`src/rtl/dts_align_ctrl.sv`:
```
// dts_align_ctrl: measures each stream's sync phase against stream 0 and pulses advance/delay until all coincide.
// Build option DTS_ALIGN_CTRL_AUTORELOCK_EN: a sync mismatch while locked triggers a fresh alignment pass.
module dts_align_ctrl #(
    parameter int N_STREAMS       = 4,
    parameter int MUX_FACTOR_BITS = 0,
    parameter int SYNC_PERIOD     = 1024,
    parameter int MAX_SLIP        = 12,
    parameter int PULSE_LEN       = 4,
    parameter int SETTLE_CYCLES   = 256
) (
    input  logic                         clk,
    input  logic                         rst,
    input  logic                         enable,
    input  logic [N_STREAMS-1:0]         sync,
    output logic [N_STREAMS-1:0]         advance,
    output logic [N_STREAMS-1:0]         delay,
    output logic                         aligned,
    output logic                         fault,
    output logic [$clog2(N_STREAMS)-1:0] fault_stream,
    output logic [15:0]                  corrections
);
    localparam int STEP = 1 << MUX_FACTOR_BITS;
    localparam int CW   = $clog2(SYNC_PERIOD);
    localparam int TMAX = (2 * SYNC_PERIOD > SETTLE_CYCLES) ? 2 * SYNC_PERIOD : SETTLE_CYCLES;
    localparam int TW   = $clog2(TMAX) + 1;
    localparam int KW   = $clog2(MAX_SLIP + 1);
    localparam int PW   = $clog2(2 * PULSE_LEN);
    localparam int SW   = $clog2(N_STREAMS);

    localparam logic [CW-1:0] HALF      = CW'(SYNC_PERIOD / 2);
    localparam logic [CW:0]   SP_W      = (CW + 1)'(SYNC_PERIOD);
    localparam logic [CW:0]   STEP_MASK = (CW + 1)'(STEP - 1);
    localparam logic [CW:0]   SLIP_LIM  = (CW + 1)'(MAX_SLIP);
    localparam logic [PW-1:0] PL_W      = PW'(PULSE_LEN);
    localparam logic [PW-1:0] PT_END    = PW'(2 * PULSE_LEN - 1);
    localparam logic [TW-1:0] REF_TMO   = TW'(2 * SYNC_PERIOD - 1);
    localparam logic [TW-1:0] MEAS_END  = TW'(SYNC_PERIOD - 1);
    localparam logic [TW-1:0] SETL_END  = TW'(SETTLE_CYCLES - 1);

    typedef enum logic [2:0] {
        S_IDLE, S_WAIT_REF, S_MEASURE, S_DECODE, S_CORRECT, S_SETTLE, S_LOCKED, S_FAULT
    } state_t;

    state_t               state;
    logic [TW-1:0]        timer;
    logic [PW-1:0]        pt;
    logic [N_STREAMS-1:1] seen;
    logic [N_STREAMS-1:1] dir_adv;
    logic [CW-1:0]        phase [N_STREAMS-1:1];
    logic [KW-1:0]        cnt   [N_STREAMS-1:1];

    logic [KW-1:0]        dec_cnt [N_STREAMS-1:1];
    logic [N_STREAMS-1:1] dec_adv;
    logic                 dec_bad;
    logic                 dec_zero;
    logic [SW-1:0]        dec_stream;
    logic [CW:0]          off;
    logic [N_STREAMS-1:1] active;
    logic [SW:0]          n_active;
    logic                 all_last;
    logic [16:0]          corr_sum;

    // Phase below half a period means the stream lags the reference; above means it leads.
    always_comb begin
        dec_bad    = 1'b0;
        dec_zero   = 1'b1;
        dec_stream = '0;
        dec_adv    = '0;
        off        = '0;
        for (int unsigned i = 1; i < N_STREAMS; i++) begin
            if (phase[i] < HALF) begin
                off        = {1'b0, phase[i]};
                dec_adv[i] = 1'b1;
            end else begin
                off = SP_W - {1'b0, phase[i]};
            end
            dec_cnt[i] = KW'(off >> MUX_FACTOR_BITS);
            if (!seen[i] || (off & STEP_MASK) != '0 || (off >> MUX_FACTOR_BITS) > SLIP_LIM) begin
                if (!dec_bad) dec_stream = SW'(i);
                dec_bad = 1'b1;
            end
            if (off != '0) dec_zero = 1'b0;
        end
    end

    always_comb begin
        n_active = '0;
        all_last = 1'b1;
        for (int unsigned i = 1; i < N_STREAMS; i++) begin
            active[i] = (cnt[i] != '0);
            if (active[i]) n_active = n_active + 1'b1;
            if (cnt[i] > KW'(1)) all_last = 1'b0;
        end
        corr_sum = {1'b0, corrections} + 17'(n_active);
    end

    always_ff @(posedge clk) begin
        if (rst) begin
            state        <= S_IDLE;
            timer        <= '0;
            pt           <= '0;
            seen         <= '0;
            dir_adv      <= '0;
            advance      <= '0;
            delay        <= '0;
            aligned      <= 1'b0;
            fault        <= 1'b0;
            fault_stream <= '0;
            corrections  <= '0;
            for (int unsigned i = 1; i < N_STREAMS; i++) begin
                phase[i] <= '0;
                cnt[i]   <= '0;
            end
        end else if (!enable) begin
            state   <= S_IDLE;
            timer   <= '0;
            pt      <= '0;
            advance <= '0;
            delay   <= '0;
            aligned <= 1'b0;
        end else begin
            case (state)
                S_IDLE: begin
                    timer <= '0;
                    state <= S_WAIT_REF;
                end
                S_WAIT_REF: begin
                    if (sync[0]) begin
                        seen  <= sync[N_STREAMS-1:1];
                        for (int unsigned i = 1; i < N_STREAMS; i++) phase[i] <= '0;
                        timer <= TW'(1);
                        state <= S_MEASURE;
                    end else if (timer == REF_TMO) begin
                        if (!fault) fault_stream <= '0;
                        fault <= 1'b1;
                        state <= S_FAULT;
                    end else begin
                        timer <= timer + 1'b1;
                    end
                end
                S_MEASURE: begin
                    if (sync[0]) begin
                        state <= S_DECODE;
                    end else begin
                        for (int unsigned i = 1; i < N_STREAMS; i++) begin
                            if (sync[i] && !seen[i]) begin
                                seen[i]  <= 1'b1;
                                phase[i] <= CW'(timer);
                            end
                        end
                        timer <= timer + 1'b1;
                        if (timer == MEAS_END) state <= S_DECODE;
                    end
                end
                S_DECODE: begin
                    if (dec_bad) begin
                        if (!fault) fault_stream <= dec_stream;
                        fault <= 1'b1;
                        state <= S_FAULT;
                    end else if (dec_zero) begin
                        aligned <= 1'b1;
                        state   <= S_LOCKED;
                    end else begin
                        for (int unsigned i = 1; i < N_STREAMS; i++) cnt[i] <= dec_cnt[i];
                        dir_adv <= dec_adv;
                        pt      <= '0;
                        state   <= S_CORRECT;
                    end
                end
                S_CORRECT: begin
                    for (int unsigned i = 1; i < N_STREAMS; i++) begin
                        advance[i] <= active[i] && dir_adv[i] && (pt < PL_W);
                        delay[i]   <= active[i] && !dir_adv[i] && (pt < PL_W);
                    end
                    if (pt == '0) corrections <= corr_sum[16] ? 16'hFFFF : corr_sum[15:0];
                    if (pt == PT_END) begin
                        pt <= '0;
                        for (int unsigned i = 1; i < N_STREAMS; i++) begin
                            if (active[i]) cnt[i] <= cnt[i] - 1'b1;
                        end
                        if (all_last) begin
                            timer <= '0;
                            state <= S_SETTLE;
                        end
                    end else begin
                        pt <= pt + 1'b1;
                    end
                end
                S_SETTLE: begin
                    if (timer == SETL_END) begin
                        timer <= '0;
                        state <= S_WAIT_REF;
                    end else begin
                        timer <= timer + 1'b1;
                    end
                end
                S_LOCKED: begin
                    if (sync == '1) begin
                        aligned <= 1'b1;
                    end else if (|sync) begin
                        aligned <= 1'b0;
`ifdef DTS_ALIGN_CTRL_AUTORELOCK_EN
                        timer <= '0;
                        state <= S_WAIT_REF;
`endif
                    end
                end
                S_FAULT: begin
                    advance <= '0;
                    delay   <= '0;
                end
                default: state <= S_IDLE;
            endcase
        end
    end
endmodule

```
`config.mk`:
```
export PLATFORM = sky130hd
export DESIGN_NAME = dts_align_ctrl
export DESIGN_NICKNAME = d
export VERILOG_FILES = /design/src/rtl/dts_align_ctrl.sv
export SDC_FILE = /design/constraint.sdc
export NUM_CORES = 1
export LEC_CHECK = 0
export CORE_MARGIN = 3
export CORE_UTILIZATION = 24
export CTS_BUF_LIST = sky130_fd_sc_hd__clkbuf_16
export CTS_CLUSTER_DIAMETER = 80
export CTS_CLUSTER_SIZE = 10
export DETAILED_ROUTE_END_ITERATION = 8
export DONT_BUFFER_PORTS = 1
export HOLD_SLACK_MARGIN = 0.02
export PLACE_DENSITY = 0.33
export RECOVER_POWER = 25
export SKIP_CTS_REPAIR_TIMING = 1
export SLEW_MARGIN = 20
export SYNTH_ARGS = -nofsm -noshare
export SYNTH_HDL_FRONTEND = slang
export SYNTH_SLANG_ARGS = --single-unit
export TNS_END_PERCENT = 5
```
`constraint.sdc`:
```
create_clock -name clk -period 5.4 [get_ports clk]
set_clock_uncertainty 0.05 [all_clocks]
set_input_delay 0.81 -clock clk [delete_from_list [all_inputs] [get_ports clk]]
set_output_delay 0.81 -clock clk [all_outputs]
set_load 0.01 [all_outputs]
```
==> impl_metrics.toml <==
[status]
outcome = "completed"

[sta]
period_needed_ns = 3.53
period_share_pct = 65.3
slew_violations = 0
slew_headroom_pct = 31.8
rsz0062_at_grt = "no"
hold_ws_ns = 0.457
fmax_ghz = 0.283
finalSetupViolations = 0
setup-tns-final_ns = 0
worst_pin_slew_ns = 1.02
final-hold-violation-count = 0

[clock_network]
clock_latency_ns = 0.35
cts_sinks = 92
cts_tree = "built"
clock_path_buffers = 2
cts_root_buffer = "clkbuf_16"
htreeDepth = 3
clk_pin_slew_ns = 0.07
numCtsBuffers = 9

[cells_and_area]
areaGrowthSynthToFinish_pct = 10.9
seq_area_sq_mm = 0.00226
final_cell_mix = "nor2_1, dfxtp_1, edfxtp_1, a21oi_1, and2_1"
final_common_cell = "nor2_1"
fill_cells = 2226
nets = 581
antenna_cells = 0
layoutNonFillerInstCount = 832
drive_gt1_share_pct = 5.75
utilization_pct = 27.4
multi_input_area_sq_mm = 0.00282

[pwr]
clockPowerShare_pct = 42.5
ir_drop_uv = 135
p_per_area_mw_per_mm2 = 265
total_power_w = 0.00155
pwr-share-comb_pct = 7.7
p_leak_nw = 2.04
power.internal_w = 0.00115
p_sw_w = 0.000394
switching_share_pct = 25.5
seq_power_share_pct = 49.8

[route]
vias_per_cell = 4.91
routed_wl_mm = 14.9
wl_per_cell_um = 17.9
via_count = 4086
drtAntennaViolNets = 0
first_pass_iters = 4
drc = 0
drt-initial-drc-count = 287

[floorplanning]
start_util_pct = 24.7
ios = 35
dieHeight_um = 154
die_w_um = 154
core_sq_mm = 0.0213
num_rows = 53
dieArea_sq_mm = 0.0237

[worst_setup_path]
crit_fanout = 14
cp_num_buf_inv = 1
cp-end-kind = "flip-flop"
cpMostUsedCell = "ha_1"
crit_required_ns = 5.63
startpoint_type = "flip-flop"
critPathMaxStageDelay_ns = 0.63
r2r_start = "cnt[0][4]$_DFFE_PP_"
arrival_ns = 3.76
r2r-end = "corrections[15]$_SDFFE_PP0P_"
crit_chain = "inv_1 -> ha_1 -> nand2_1 -> ha_1 -> xor2_1 -> ha_1 -> fa_1 -> a21o_1 -> nand3_1 -> nor2_1 -> nand2_1 -> or3_1 -> a21oi_1"
crit_type = "reg2reg"
crit_family = "simple AND/OR/NAND/NOR gates"
crit_slowest_cell = "or3_1"
rrSetupSlack_ns = 1.87
ff2ff_path_depth = 13

[synthesis]
ys_seq_area_share_pct = 43.0
synth_top_area_share_pct = 24.0
synth.distinct_cells = 70
yosys-top-cells-area = "edfxtp_1, dfxtp_1, ha_1, and2_1, nor2_1"
synth.avg_cell_area_sq_um = 9.40
synth_edf_count = 42
synth_area_sq_mm = 0.00526
synth-seq-cells = 92
synth_area_leader_cell = "edfxtp_1"
ys.warnings.count = 0
netlist_instances = 560
synthArstFlopShare_pct = 0
synth_flop_cell = "dfxtp_1"

[placed_design]
hpwl_mm = 11.6
portBuffers = 0
placedCellCount = 816
routabilityCongestion = 0.790

[hold_path]
hold_end = "dir_adv[3]$_SDFFE_PP0P_"
hp-start = "dir_adv[3]$_SDFFE_PP0P_"
hold_depth = 1
hold_class = "reg2reg"

[grt]
grt_pass1_vias = 4105
grt_overflow = 0
gr-usage-all-layers_pct = 12.8
grt_pass1_wl_mm = 23.8
grt_antenna_before_repair = 0
grt_max_degree = 27

[job]
max_cap_viol_count = 0
-- per-stage QoR --
step | instance area (sq um) | setup WS [ns]
global placement | 5530 | 1.89
floorplan | 5270 | 2.35
detailed placement | 5530 | 1.89
global route | 5840 | 1.56
finish | 5840 | 1.87
CTS | 5840 | 1.87
-- kinds of logic (layout without fill, tap and decap cells) --
logic type / Yosys count / count (layout) / synth area share [%]
XOR/XNOR: 37 / 37 / 6.16
adder cells (fa/ha/maj): 22 / 22 / 5.37
AO/OA/AOI/OAI: 112 / 112 / 14.5
flip-flops: 92 / 92 / 43.0
multiplexers: 6 / 6 / 1.14
AND/OR/NAND/NOR: 245 / 245 / 26.2
buffers and inverters: 45 / 41 / 3.54
other: 1 / 2 / 0.0713
-- final cells by class --
class / instances / area share, %
Clock buffer: 9 / 3.86
Sequential cell: 92 / 38.8
Multi-Input combinational cell: 424 / 48.3
Timing Repair Buffer: 3 / 0.386
Clock inverter: 7 / 1.44
Tap cell: 275 / 5.89
Inverter: 22 / 1.41
-- worst max-delay path by stage --
| stage | from | endpoint | depth (start not counted) |
|---|---|---|---|
| global route | cnt[0][8]$_DFFE_PP_ | corrections[15]$_SDFFE_PP0P_ | 13 |
| floorplan | cnt[0][8]$_DFFE_PP_ | corrections[0]$_SDFFE_PP0P_ | 15 |
| detailed placement | cnt[0][8]$_DFFE_PP_ | corrections[15]$_SDFFE_PP0P_ | 13 |
| global placement | cnt[0][8]$_DFFE_PP_ | corrections[13]$_SDFFE_PP0P_ | 13 |
| CTS | cnt[0][8]$_DFFE_PP_ | corrections[15]$_SDFFE_PP0P_ | 13 |
| finish | cnt[0][4]$_DFFE_PP_ | corrections[15]$_SDFFE_PP0P_ | 13 |
-- routing by layer --
layer	global-route usage, %	part of all wire, %	wire length [um]	vias to the layer above
li1	-	-	-	2040
met1	17.8	49	7360	1976
met2	20.2	45	6790	57
met3	2.93	3.9	587	13
met4	3.45	1.3	191	0
met5	0	0	0	-
-- flip-flops by register name (all words and copies together), names as in the netlist --
| name | flops |
|---|---|
| advance | 3 |
| fault_stream | 2 |
| phase | 30 |
| corrections | 16 |
| timer | 12 |
| cnt | 12 |
| fault | 1 |
| dir_adv | 3 |
| seen | 3 |
| pt | 3 |
| aligned | 1 |
| delay | 3 |
| state | 3 |
-- worst reg2reg max path: cells and delay by family (launching register included) --
family                     cells  cell delay [ns]
xor gates and xnor gates       1             0.18
buffers and inverters          1             0.12
DFF                            1             0.45
and+or+nand+nor                5             1.40
adders and majority gates      4             0.92
AOI/OAI and AO/OA              2             0.36
-- power by group through the flow --
stage	Combinational [W]	Sequential, W	Clock, W
2_1_floorplan	0.000100	0.000772	0
3_3_place_gp	0.000121	0.000789	0
3_5_place_dp	0.000120	0.000788	0
4_1_cts	0.000121	0.000772	0.000688
5_1_grt	0.000136	0.000775	0.000711
6_report	0.000119	0.000772	0.000657
-- cell usage after synthesis (4+ instances only) --
cell type,instances
and3_1,8
a21o_1,5
ha_1,21
nor3_1,14
o31ai_1,5
a21oi_1,37
nand2_1,28
xor2_1,18
a41oi_1,5
nor2_1,58
nand3_1,22
o21ai_0,10
nor3b_1,6
dfxtp_1,50
clkbuf_1,18
inv_1,22
nor2b_1,9
o31a_1,4
mux2i_1,6
xnor2_1,19
nand2b_1,8
nor4_1,6
or3_1,9
edfxtp_1,42
o22ai_1,13
nand4_1,19
and2_1,36
No activity file was read; power rests on OpenSTA's default activity.
